<file path="src/rtl/gpu_div_sequencer.sv">
// Requester-side sequencer for the pipelined signed divider.
// Credit-limited issue, shadow tag pipeline, in-order FWFT result FIFO.
module gpu_div_sequencer #(
    parameter int OUTSIZE = 20,
    parameter int LATENCY = 6,
    parameter int TAGW    = 4,
    parameter int DEPTH   = 8
) (
    input  logic               clock,
    input  logic               reset,
    input  logic               i_valid,
    output logic               o_ready,
    input  logic [31:0]        i_num,
    input  logic [21:0]        i_den,
    input  logic [TAGW-1:0]    i_tag,
    output logic [31:0]        o_divNum,
    output logic [21:0]        o_divDen,
    input  logic [OUTSIZE-1:0] i_divQuot,
    output logic               o_valid,
    input  logic               i_ready,
    output logic [OUTSIZE-1:0] o_quot,
    output logic [TAGW-1:0]    o_tag,
    output logic               o_divZero,
    output logic               o_busy
);
    localparam int AW = $clog2(DEPTH);
    localparam int CW = $clog2(DEPTH + 1);

    typedef struct packed {
        logic [OUTSIZE-1:0] quot;
        logic [TAGW-1:0]    tag;
        logic               dz;
    } entry_t;

    logic [CW-1:0]      cred_q, cred_d;
    logic [LATENCY-1:0] sv_q;
    logic [LATENCY-1:0] sdz_q;
    logic [LATENCY-1:0] ssg_q;
    logic [TAGW-1:0]    st_q [LATENCY];

    entry_t             mem_q [DEPTH];
    entry_t             push_e;
    entry_t             head;
    logic [AW-1:0]      wp_q, rp_q;
    logic [AW:0]        cnt_q, cnt_d;

    logic accept, pop, push, empty, full, den_zero;

    assign den_zero = (i_den == '0);
    assign o_ready  = (cred_q != '0) & ~reset;
    assign accept   = i_valid & o_ready;
    assign empty    = (cnt_q == '0);
    assign full     = (cnt_q == (AW+1)'(DEPTH));
    assign o_valid  = ~empty;
    assign pop      = o_valid & i_ready;
    assign push     = sv_q[LATENCY-1];

    assign o_divNum = accept ? i_num : 32'd0;
    assign o_divDen = (accept & ~den_zero) ? i_den : 22'd1;

    assign head      = mem_q[rp_q];
    assign o_quot    = head.quot;
    assign o_tag     = head.tag;
    assign o_divZero = o_valid & head.dz;
    assign o_busy    = (|sv_q) | ~empty;

    // Credits: one per FIFO slot, spent on accept, returned on pop.
    always_comb begin
        cred_d = cred_q;
        if (accept & ~pop)
            cred_d = cred_q - CW'(1);
        else if (pop & ~accept)
            cred_d = cred_q + CW'(1);
    end

    // Occupancy follows push/pop, both honoured together.
    always_comb begin
        cnt_d = cnt_q;
        if (push & ~pop)
            cnt_d = cnt_q + (AW+1)'(1);
        else if (pop & ~push)
            cnt_d = cnt_q - (AW+1)'(1);
    end

    // Substitute a saturated quotient for jobs that divided by zero.
    always_comb begin
        push_e.tag = st_q[LATENCY-1];
        push_e.dz  = sdz_q[LATENCY-1];
        if (!sdz_q[LATENCY-1])
            push_e.quot = i_divQuot;
        else if (ssg_q[LATENCY-1])
            push_e.quot = {1'b1, {(OUTSIZE-1){1'b0}}};
        else
            push_e.quot = {1'b0, {(OUTSIZE-1){1'b1}}};
    end

    // Credit counter and shadow valids; reset drops all in-flight jobs.
    always_ff @(posedge clock) begin
        if (reset) begin
            cred_q <= CW'(DEPTH);
            sv_q   <= '0;
        end else begin
            cred_q   <= cred_d;
            sv_q[0]  <= accept;
            for (int i = 1; i < LATENCY; i++)
                sv_q[i] <= sv_q[i-1];
        end
    end

    // Shadow job attributes march alongside the divider, never stalling.
    always_ff @(posedge clock) begin
        st_q[0]  <= i_tag;
        sdz_q[0] <= den_zero;
        ssg_q[0] <= i_num[31];
        for (int i = 1; i < LATENCY; i++) begin
            st_q[i]  <= st_q[i-1];
            sdz_q[i] <= sdz_q[i-1];
            ssg_q[i] <= ssg_q[i-1];
        end
    end

    // FIFO pointers and count.
    always_ff @(posedge clock) begin
        if (reset) begin
            wp_q  <= '0;
            rp_q  <= '0;
            cnt_q <= '0;
        end else begin
            if (push)
                wp_q <= wp_q + AW'(1);
            if (pop)
                rp_q <= rp_q + AW'(1);
            cnt_q <= cnt_d;
        end
    end

    // FIFO storage; stale contents are hidden by the count.
    always_ff @(posedge clock) begin
        if (push)
            mem_q[wp_q] <= push_e;
    end

    assert property (@(posedge clock) disable iff (reset) !(push && full));

endmodule

</file>
<file path="config.mk">
export PLATFORM = sky130hd
export DESIGN_NAME = gpu_div_sequencer
export DESIGN_NICKNAME = d
export VERILOG_FILES = /design/src/rtl/gpu_div_sequencer.sv
export SDC_FILE = /design/constraint.sdc
export NUM_CORES = 1
export LEC_CHECK = 0
export ABC_CLOCK_PERIOD_IN_PS = 4750
export BUFFER_PORTS_ARGS = -buffer_cell sky130_fd_sc_hd__buf_2
export CAP_MARGIN = 20
export CORE_UTILIZATION = 60
export CTS_CLUSTER_DIAMETER = 30
export DETAILED_ROUTE_END_ITERATION = 8
export GPL_ROUTABILITY_DRIVEN = 0
export PLACE_DENSITY_LB_ADDON = 0.25
export SETUP_SLACK_MARGIN = 0.2
export SLEW_MARGIN = 20
export SYNTH_ARGS = -nofsm -noshare
export SYNTH_HDL_FRONTEND = slang
export SYNTH_SLANG_ARGS = --single-unit
</file>
<file path="constraint.sdc">
create_clock -name clock -period 4.75 [get_ports clock]
set_input_delay 0.2375 -clock clock [delete_from_list [all_inputs] [get_ports clock]]
set_output_delay 0.2375 -clock clock [all_outputs]
set_load 0.02 [all_outputs]
</file>
==> qor.csv, run 1 <==
metric,value,unit
outcome,finished clean,
post-route setup TNS,0,ns
synthesis-stage register bit count,259,
Synth Flop Type,edfxtp_1,
actual slew at the worst max-slew pin,1.001,ns
hold depth,3,
"most common cell after layout, fill and taps aside",edfxtp_1,
Synth Instances,556,
crit-path max FO,50,
initial antenna violation count,0,
Pwr Density,493.9,nW/µm²
Core Region,16000,µm²
worst vdd ir,0.0002723,V
Syn Std Cell Area,9901,µm²
CP Launch Type,flip-flop,
Tot Pwr,0.006110,W
final hold violation count,0,
# hold bufs at CTS,8,
Achievable Freq,341.6,MHz
die area,17020,µm²
Vias/cell,5.659,
fin crit period,2.928,ns
DR WL/cell,21.03,µm
Die Wd,130.5,µm
CTS tree,done,
Post-DP Area,10990,µm²
most frequent cells in the layout,"edfxtp_1 (200), buf_2 (163), dfxtp_1 (56), mux4_2 (50), and2_1 (44)",
worst slack at placement,1.907,ns
total CTS buffers,41,
max_slew headroom,33.26,%
post-route cell area,12370,µm²
Clock Tree Buf Depth,3,
half-perimeter wire length after placement,11620,µm
Vias,5665,
postcts setup bufs,0,
gr usage total,26.01,%
final std cells w/o fill,1001,
P_leak,4.640,nW
# diodes,0,
FF-to-FF End,cnt_q[3],
clk_lat worst skew,0.51,ns
Final setup viols,0,
Syn Area/Cell,17.81,µm²
vias in the first global route,5917,
syn nets,647,
RSZ-0062 raised after global routing,false,
worst setup margin,1.822,ns
Yosys cell types,34,
sequential element share of the synthesized area,72.59,%
clock transition at the registers of the reported paths,0.05,ns
Die Height,130.5,µm
Worst Hold Class,in -> reg,
clk root buf,clkbuf_16,
final WL,21060,µm
fillers,892,
hold_sp,i_ready,
Post-synth EDFFs,200,
DR iter-0 viols,464,
CP Capture Type,output port,
Clock Skew,0.01551,ns
H-tree lvl count,2,
drt drc,0,
Synth warnings,0,
async set-reset flop share out of synthesis,0,%
total clock sinks,259,
kind of critical path,reg -> out,
I/O Buffers,163,
final net count,844,
First-pass DRT Iterations,6,
row cnt,46,
Final ANT Viol Nets,0,
Max Slew Vio Count,0,
Starting Density,61.88,%
Reg-to-Reg Start,cnt_q[0],
layout cells sized above 1,42.68,%
Cells after DPL,918,
FF-to-FF path depth,10,
FF-to-FF setup slack,1.92,ns
Synth-to-Final Area Change,24.96,%
CP Data Required Time,4.51,ns
Final Cycle Share,61.64,%
GRT overflow,0,
largest net degree at the start of global routing,51,
Arrival @ worst endpoint,2.69,ns
Ports,164,
post-cts sizing count,0,
max-cap viol count,0,
first-pass GRT wire length,31730,µm
[power breakdown]
part	switching, W	internal (W)
logic	0.000365	0.000377
clock network	0.00104	0.00173
registers	0.000114	0.00249
total	0.00152	0.00459
[worst max path at each step]
stage | from | to | slack (ns) | cells after the start
after global routing | flip-flop | o_divZero | 1.63 | 4
after global placement | cnt_q[0] | cnt_q[3] | 2.14 | 10
after CTS | flip-flop | o_divZero | 1.73 | 4
after detailed placement | cnt_q[0] | cnt_q[3] | 1.91 | 10
final | flip-flop | o_divZero | 1.82 | 4
after floorplan | sv_q[5] | mem_q[0][0] | 2.01 | 2
[metrics by stage]
step | utilization [%] | hold WS (ns)
4_1_cts | 77.32 | 0.04962
2_1_floorplan | - | 0.2652
3_5_place_dp | 68.67 | 0.3121
5_1_grt | 77.32 | 0.06844
3_3_place_gp | 68.67 | 0.3101
6_report | 77.32 | 0.06584
[cells by family after synthesis]
group / share of synthesized area, %
buffers and inverters: 1.997
flip-flops: 72.59
multiplexers: 14.74
adder cells (fa/ha/maj): 1.213
AND/OR/NAND/NOR: 6.938
XOR/XNOR: 0.7962
AO/OA/AOI/OAI: 1.731
[layer usage]
| metal | track usage, % | share of wire, % |
|---|---|---|
| met1 | 30.74 | 38 |
| met2 | 47.68 | 55 |
| met3 | 5.090 | 5.5 |
| met4 | 8.925 | 2.0 |
| met5 | 0 | 0 |
[critical path, stage by stage, from the launching register on]
cell and delay [ns]:
dfxtp_4 0.99, mux4_2 0.62, mux2i_1 0.25, nor2_1 0.10
buf_2 0.19
[cell usage after synthesis, drive strengths merged, types with 2 or more instances]
| library cell | instances | area, µm² |
|---|---|---|
| nand2b | 6 | 37.54 |
| nor3b | 2 | 15.01 |
| and2 | 53 | 354.1 |
| o21ai | 22 | 110.1 |
| clkbuf | 19 | 71.32 |
| nor4 | 8 | 50.05 |
| xor2 | 7 | 61.31 |
| a31oi | 2 | 12.51 |
| nor2 | 25 | 93.84 |
| nor3 | 2 | 10.01 |
| mux4 | 50 | 1126 |
| mux2i | 4 | 40.04 |
| xnor2 | 2 | 17.52 |
| ha | 8 | 100.1 |
| nand3 | 5 | 25.02 |
| a21oi | 6 | 30.03 |
| nor2b | 7 | 43.79 |
| dfxtp | 59 | 1181 |
| edfxtp | 200 | 6006 |
| nand2 | 5 | 18.77 |
| buf | 9 | 47.54 |
| mux2 | 26 | 292.8 |
| inv | 21 | 78.83 |
[registers in the layout, summed over array words and instances (netlist names), named ones only]
register and cells:
mem_q 200, st_q 24, sdz_q 6, ssg_q 6, sv_q 6, cnt_q 4, cred_q 4, rp_q 3
wp_q 3
[layout make-up]
type | count | area [µm²] | area share (%)
sequential | 259 | 7193 | 58.14
multi-input combinational | 248 | 2546 | 20.58
clock buffer | 48 | 1095 | 8.849
timing repair buffer | 182 | 978.4 | 7.909
tap | 216 | 270.3 | 2.184
clock inverter | 27 | 210.2 | 1.699
inverter | 21 | 78.83 | 0.6371
Power figures use the tool's default switching activity.
==> run 2, diff against run 1 <==
--- a/config.mk
+++ b/config.mk
@@ -5,10 +5,11 @@
 export SDC_FILE = /design/constraint.sdc
 export NUM_CORES = 1
 export LEC_CHECK = 0
-export ABC_CLOCK_PERIOD_IN_PS = 4750
+export ABC_AREA = 1
+export ABC_CLOCK_PERIOD_IN_PS = 2700
 export BUFFER_PORTS_ARGS = -buffer_cell sky130_fd_sc_hd__buf_2
 export CAP_MARGIN = 20
-export CORE_UTILIZATION = 60
+export CORE_UTILIZATION = 56
 export CTS_CLUSTER_DIAMETER = 30
 export DETAILED_ROUTE_END_ITERATION = 8
 export GPL_ROUTABILITY_DRIVEN = 0
==> constraint.sdc (replaced) <==
create_clock -name clock -period 2.7 [get_ports clock]
set_input_delay 0.135 -clock clock [delete_from_list [all_inputs] [get_ports clock]]
set_output_delay 0.135 -clock clock [all_outputs]
set_load 0.02 [all_outputs]
==> qor.csv, run 2 <==
metric,value,unit
die area,19150,µm²
Register Area,7189,µm²
worst setup path start,cred_q[0],
Synth Flop Type,edfxtp_1,
failing checks,design-rule violations,
Compound-Gate Fraction of Synth Area,8.445,%
Clock power frac,42.1,%
Tot Pwr,0.01233,W
"count leader, synth",nor2_1,
"most common cell after layout, fill and taps aside",nor2_1,
Vias/cell,5.250,
mux cell area share after synthesis,0,%
clk root buf,clkbuf_16,
fillers,1224,
Worst path top cell family by delay,simple AND/OR/NAND/NOR gates,
GRT overflow,0,
CP Capture Type,output port,
half-perimeter wire length after placement,12540,µm
synth top area cells,"edfxtp_1 (58%), dfxtp_1 (11%), nor2_1 (7.8%)",
Pwr Density,951.2,nW/µm²
Starting Density,57.59,%
CP cell instances,"nor2_1, a21oi_4, nand2_4, clkinv_4, nand2_4, nor2_2, buf_2",
CP Data Required Time,2.57,ns
max reg flops,200,
fin crit period,2.297,ns
Arrival @ worst endpoint,2.16,ns
total CTS buffers,40,
layout cells sized above 1,23.92,%
# diodes,0,
met3 wire len,1630,µm
final net count,1245,
Synth warnings,0,
clock transition at the registers of the reported paths,0.05,ns
multi-input combinational cell area,2699,µm²
combinational family with the most area after synthesis,simple AND/OR/NAND/NOR gates,
async set-reset flop share out of synthesis,0,%
vias in the first global route,7191,
RSZ-0062 raised after global routing,false,
Die Wd,138.4,µm
Core Region,18090,µm²
Pint,0.008624,W
FF-to-FF setup slack,0.49,ns
DR iter-0 viols,588,
total clock sinks,259,
Switching Share,30.05,%
kind of critical path,reg -> out,
Post-Route M1 WL,9108,µm
final hold violation count,0,
Final ANT Viol Nets,0,
Yosys cell types,30,
Syn Area/Cell,10.73,µm²
max-cap viol count,0,
synthesis-stage register bit count,259,
Final Cycle Share,85.09,%
Syn Std Cell Area,10410,µm²
Reg-to-Reg Start,cnt_q[0],
Clock Tree Buf Depth,3,
P_leak,5.397,nW
H-tree lvl count,2,
Final setup viols,0,
Synth-to-Final Area Change,24.45,%
CP dominant cell by count,nand2_4,
outcome,finished with violations,
Synth Area in Simple Gates,15.68,%
Post-synth EDFFs,200,
Max Slew Vio Count,0,
FF-to-FF path depth,12,
actual slew at the worst max-slew pin,0.7094,ns
post-route setup TNS,0,ns
post-synthesis adder-cell area fraction,1.153,%
sequential element share of the synthesized area,69.01,%
crit path buf inv count,2,
Psw,0.003705,W
Crit path depth,7,
Ports,164,
First-pass DRT Iterations,7,
max layer used,met4,
largest registers,"mem_q: 200 flops, st_q: 24 flops",
Sequential Power Share,36.3,%
Vias,7413,
syn nets,1062,
"Max stage delay cell, worst path",nand2_4,
row cnt,49,
initial antenna violation count,0,
Top reg by flops,mem_q,
gr usage total,24.11,%
Post-Synth XOR/XNOR Area,0.4205,%
FF-to-FF End,cnt_q[3],
drt drc,10,
Clock Skew,0.02177,ns
metal2 WL,11270,µm
final WL,22520,µm
dominant cell type by area after synthesis,edfxtp_1,
power share of the combinational group,21.7,%
Synth top area share,57.66,%
CTS tree,done,
Synth Instances,971,
DR WL/cell,15.95,µm
largest net degree at the start of global routing,101,
Worst Hold Class,in -> reg,
worst vdd ir,0.0006655,V
max_slew headroom,52.65,%
postcts setup bufs,0,
Synth top cells by count,"nor2_1 (217), edfxtp_1 (200), nand2_1 (139)",
Die Height,138.4,µm
CP Launch Type,flip-flop,
Critical Path Sink,o_divDen[9],
most frequent cells in the layout,"nor2_1 (209), edfxtp_1 (200), buf_2 (163), nand2_1 (138), o21ai_0 (136)",
clk_lat worst skew,0.52,ns
crit-path max FO,34,
"slowest stage delay, CP",0.38,ns
Achievable Freq,435.3,MHz
I/O Buffers,163,
first-pass GRT wire length,35970,µm
run 2: cell types whose count changed after synthesis, sizes merged, moves of 6 or more:
cell    previous run  this run
a21oi              6        14
and2              53         0
buf                9        24
inv               21        81
mux2              26         0
mux4              50         0
nand2              5       141
nand2b             6         0
nand3              5        11
nor2              25       237
nor2b              7         0
nor4               8         0
o21ai             22       158
run 2: logic make-up (layout without fill, tap and decap cells):
family	after synthesis	count (layout)
fa+ha+maj	9	9
compound gates	173	173
flops	259	259
simple gates	396	396
xor+xnor	5	5
buf+inv	129	341
run 2: how the worst min path moves through the flow:
stage,start,endpoint,depth (start not counted)
after global placement,i_tag[1],st_q[0][1],1
after CTS,i_valid,sv_q[0],3
after detailed placement,i_tag[1],st_q[0][1],1
final,i_valid,sv_q[0],3
after global routing,i_valid,sv_q[0],3
after floorplan,i_num[31],ssg_q[0],0
run 2: per-stage QoR:
| step | setup WS [ns] | std cells | instance area (µm²) | util [%] | hold WS, ns |
|---|---|---|---|---|---|
| 6_report | 0.4025 | 1412 | 12960 | 71.66 | 0.06116 |
| 5_1_grt | 0.2536 | 1412 | 12960 | 71.66 | 0.08278 |
| 4_1_cts | 0.3745 | 1412 | 12960 | 71.65 | 0.04411 |
| 3_5_place_dp | 0.4253 | 1334 | 11510 | 63.63 | 0.2386 |
| 3_3_place_gp | 0.5017 | 1334 | 11510 | 63.63 | 0.2377 |
| 2_1_floorplan | 0.4720 | 971 | 10420 | - | 0.1627 |
run 2: power groups by stage:
stage          Sequential (W)  Clock (W)  Combinational, W
5_1_grt               0.00448    0.00545           0.00302
3_5_place_dp          0.00455          0           0.00264
4_1_cts               0.00447    0.00527           0.00268
6_report              0.00447    0.00519           0.00267
2_1_floorplan         0.00452          0           0.00194
3_3_place_gp          0.00454          0           0.00257
run 2: routing by layer:
| layer | vias up | track usage [%] |
|---|---|---|
| met2 | 311 | 42.19 |
| met3 | 48 | 4.399 |
| li1 | 3602 | - |
| met5 | - | 0 |
| met4 | 0 | 8.811 |
| met1 | 3452 | 30.01 |
run 2: final cells by class:
cell class              instances  share of cell area, %
clock inverters                30                  2.742
multi-input cells             583                  20.82
inverters                      83                  2.442
well taps                     229                  2.211
flip-flops and latches        259                  55.47
repair buffers                187                  8.398
clock buffers                  41                  7.916
run 2: what timing repair did:
action,in CTS,in global routing
setup endpoints to repair,0,1
hold endpoints to repair,15,0
hold buffers,7,0
resized for setup,0,1
run 2: tightest hold or removal path, cell delays in order:
cell,delay (ns)
buf_2,0.10
nand2_4,0.19
inv_1,0.09
==> run 3, diff against run 2 <==
--- a/config.mk
+++ b/config.mk
@@ -6,14 +6,13 @@
 export NUM_CORES = 1
 export LEC_CHECK = 0
 export ABC_AREA = 1
-export ABC_CLOCK_PERIOD_IN_PS = 2700
 export BUFFER_PORTS_ARGS = -buffer_cell sky130_fd_sc_hd__buf_2
 export CAP_MARGIN = 20
 export CORE_UTILIZATION = 56
 export CTS_CLUSTER_DIAMETER = 30
 export DETAILED_ROUTE_END_ITERATION = 8
 export GPL_ROUTABILITY_DRIVEN = 0
-export PLACE_DENSITY_LB_ADDON = 0.25
+export PLACE_DENSITY = 0.75
 export SETUP_SLACK_MARGIN = 0.2
 export SLEW_MARGIN = 20
 export SYNTH_ARGS = -nofsm -noshare
==> constraint.sdc (replaced) <==
create_clock -name clock -period 2.25 [get_ports clock]
set_input_delay 0.1125 -clock clock [delete_from_list [all_inputs] [get_ports clock]]
set_output_delay 0.1125 -clock clock [all_outputs]
set_load 0.02 [all_outputs]
==> qor.csv, run 3 (same netlist as run 2, synthesis figures left out) <==
metric,value,unit
outcome,finished with violations,
failing checks,design-rule violations,
largest registers,"mem_q: 200 flops, st_q: 24 flops",
Clock Skew,0.01618,ns
clk_lat worst skew,0.53,ns
clk root buf,clkbuf_16,
Max Slew Vio Count,0,
I/O Buffers,163,
Top reg by flops,mem_q,
die area,19150,µm²
CTS tree,done,
final WL,27710,µm
DR WL/cell,19.25,µm
layout cells sized above 1,26.86,%
crit-path max FO,6,
vias in the first global route,7616,
worst vdd ir,0.0006764,V
max-cap viol count,0,
Arrival @ worst endpoint,2.02,ns
worst slack at placement,0.2265,ns
Final setup viols,0,
DR iter-0 viols,870,
gr usage total,26.11,%
total clock sinks,259,
max_slew headroom,66.34,%
Final ANT Viol Nets,0,
First-pass DRT Iterations,7,
first-pass GRT wire length,38580,µm
Clock Tree Buf Depth,3,
CP Launch Type,flip-flop,
total CTS buffers,42,
GRT overflow,0,
Vias/cell,5.516,
largest net degree at the start of global routing,69,
most frequent cells in the layout,"nor2_1 (208), edfxtp_1 (200), buf_2 (150), nand2_1 (133), o21ai_0 (110)",
post-route cell area,13530,µm²
post-route setup TNS,0,ns
Post-DP Area,11560,µm²
Pwr Density,1201,nW/µm²
worst setup margin,0.1159,ns
Vias,7943,
row cnt,49,
Final Cycle Share,94.85,%
Core Region,18090,µm²
initial antenna violation count,1,
half-perimeter wire length after placement,13490,µm
CP Capture Type,output port,
Ports,164,
max reg flops,200,
Worst Hold Class,in -> reg,
RSZ-0062 raised after global routing,true,
final hold violation count,0,
H-tree lvl count,2,
final net count,1269,
clock transition at the registers of the reported paths,0.05,ns
"most common cell after layout, fill and taps aside",nor2_1,
Synth-to-Final Area Change,29.91,%
P_leak,5.647,nW
CP Data Required Time,2.14,ns
actual slew at the worst max-slew pin,0.5031,ns
Starting Density,57.59,%
Die Height,138.4,µm
fin crit period,2.134,ns
Die Wd,138.4,µm
drt drc,12,
kind of critical path,reg -> out,
Achievable Freq,468.6,MHz
-- run 3: cell types whose count changed in the layout (fill, tap and decap cells not counted), moves of 4 or more --
| cell | change |
|---|---|
| o21ai_0 | -26 |
| buf_6 | +7 |
| o21ai_1 | +25 |
| buf_2 | -13 |
| clkbuf_16 | +10 |
| clkinv_1 | -4 |
| buf_4 | +16 |
| nand2_2 | +4 |
| clkbuf_1 | +4 |
| nand2_1 | -5 |
-- run 3: worst paths after layout --
| check | start | end | slack, ns | cells past startpoint |
|---|---|---|---|---|
| setup / recovery | flip-flop | o_quot[17] | 0.12 | 9 |
| hold / removal | i_divQuot[1] | mem_q[2][6] | 0.05 | 3 |
| setup reg to reg | cnt_q[1] | cnt_q[3] | 0.33 | 12 |
| hold reg to reg | sdz_q[3] | sdz_q[4] | 0.32 | 0 |
-- run 3: per-stage QoR --
step | cells | hold slack, ns | power (W) | utilization, %
final | 1440 | 0.05492 | 0.01624 | 74.81
after global routing | 1439 | 0.05240 | 0.01686 | 74.80
after floorplan | 971 | 0.1402 | 0.007767 | -
after global placement | 1342 | 0.2151 | 0.008651 | 63.93
after detailed placement | 1342 | 0.2170 | 0.008740 | 63.93
after CTS | 1427 | 0.03588 | 0.01544 | 72.78
-- run 3: report_power, final --
part	internal (W)	total [W]	switching (W)
Combinational	0.00159	0.00420	0.00261
Sequential	0.00528	0.00543	0.000152
Clock	0.00431	0.00662	0.00231
-- run 3: critical path, cell delays in order, from the launching register on --
cell and delay [ns]:
dfxtp_4 0.46, buf_8 0.18, clkbuf_16 0.17, nor2_1 0.05, nor2_1 0.10, o21ai_1 0.09
o21ai_1 0.11, nand2_1 0.11, nand2_2 0.10, buf_6 0.12
-- run 3: layout make-up --
class / instances / area (µm²)
clock buffer: 48 / 1116
fill: 1143 / 4556
multi-input combinational: 583 / 2758
timing repair buffer: 209 / 1498
clock inverter: 28 / 352.8
tap: 229 / 286.5
inverter: 83 / 319.1
antenna: 1 / 2.502
sequential: 259 / 7198
-- run 3: timing repair --
item,4_1_cts,5_1_grt
cloned,1,10
endpoints found under the hold margin,19,0
buffers inserted,1,2
hold buffers,7,0
setup endpoints to repair,27,27
pin swaps,0,6
resized for setup,5,72
-- run 3: routing by layer --
layer | GRT usage, % | up-vias | part of all wire [%]
met1 | 30.65 | 3715 | 37
met3 | 5.334 | 95 | 9.0
met5 | 0 | - | 0
met2 | 46.62 | 474 | 51
li1 | - | 3659 | -
met4 | 11.12 | 0 | 3.9
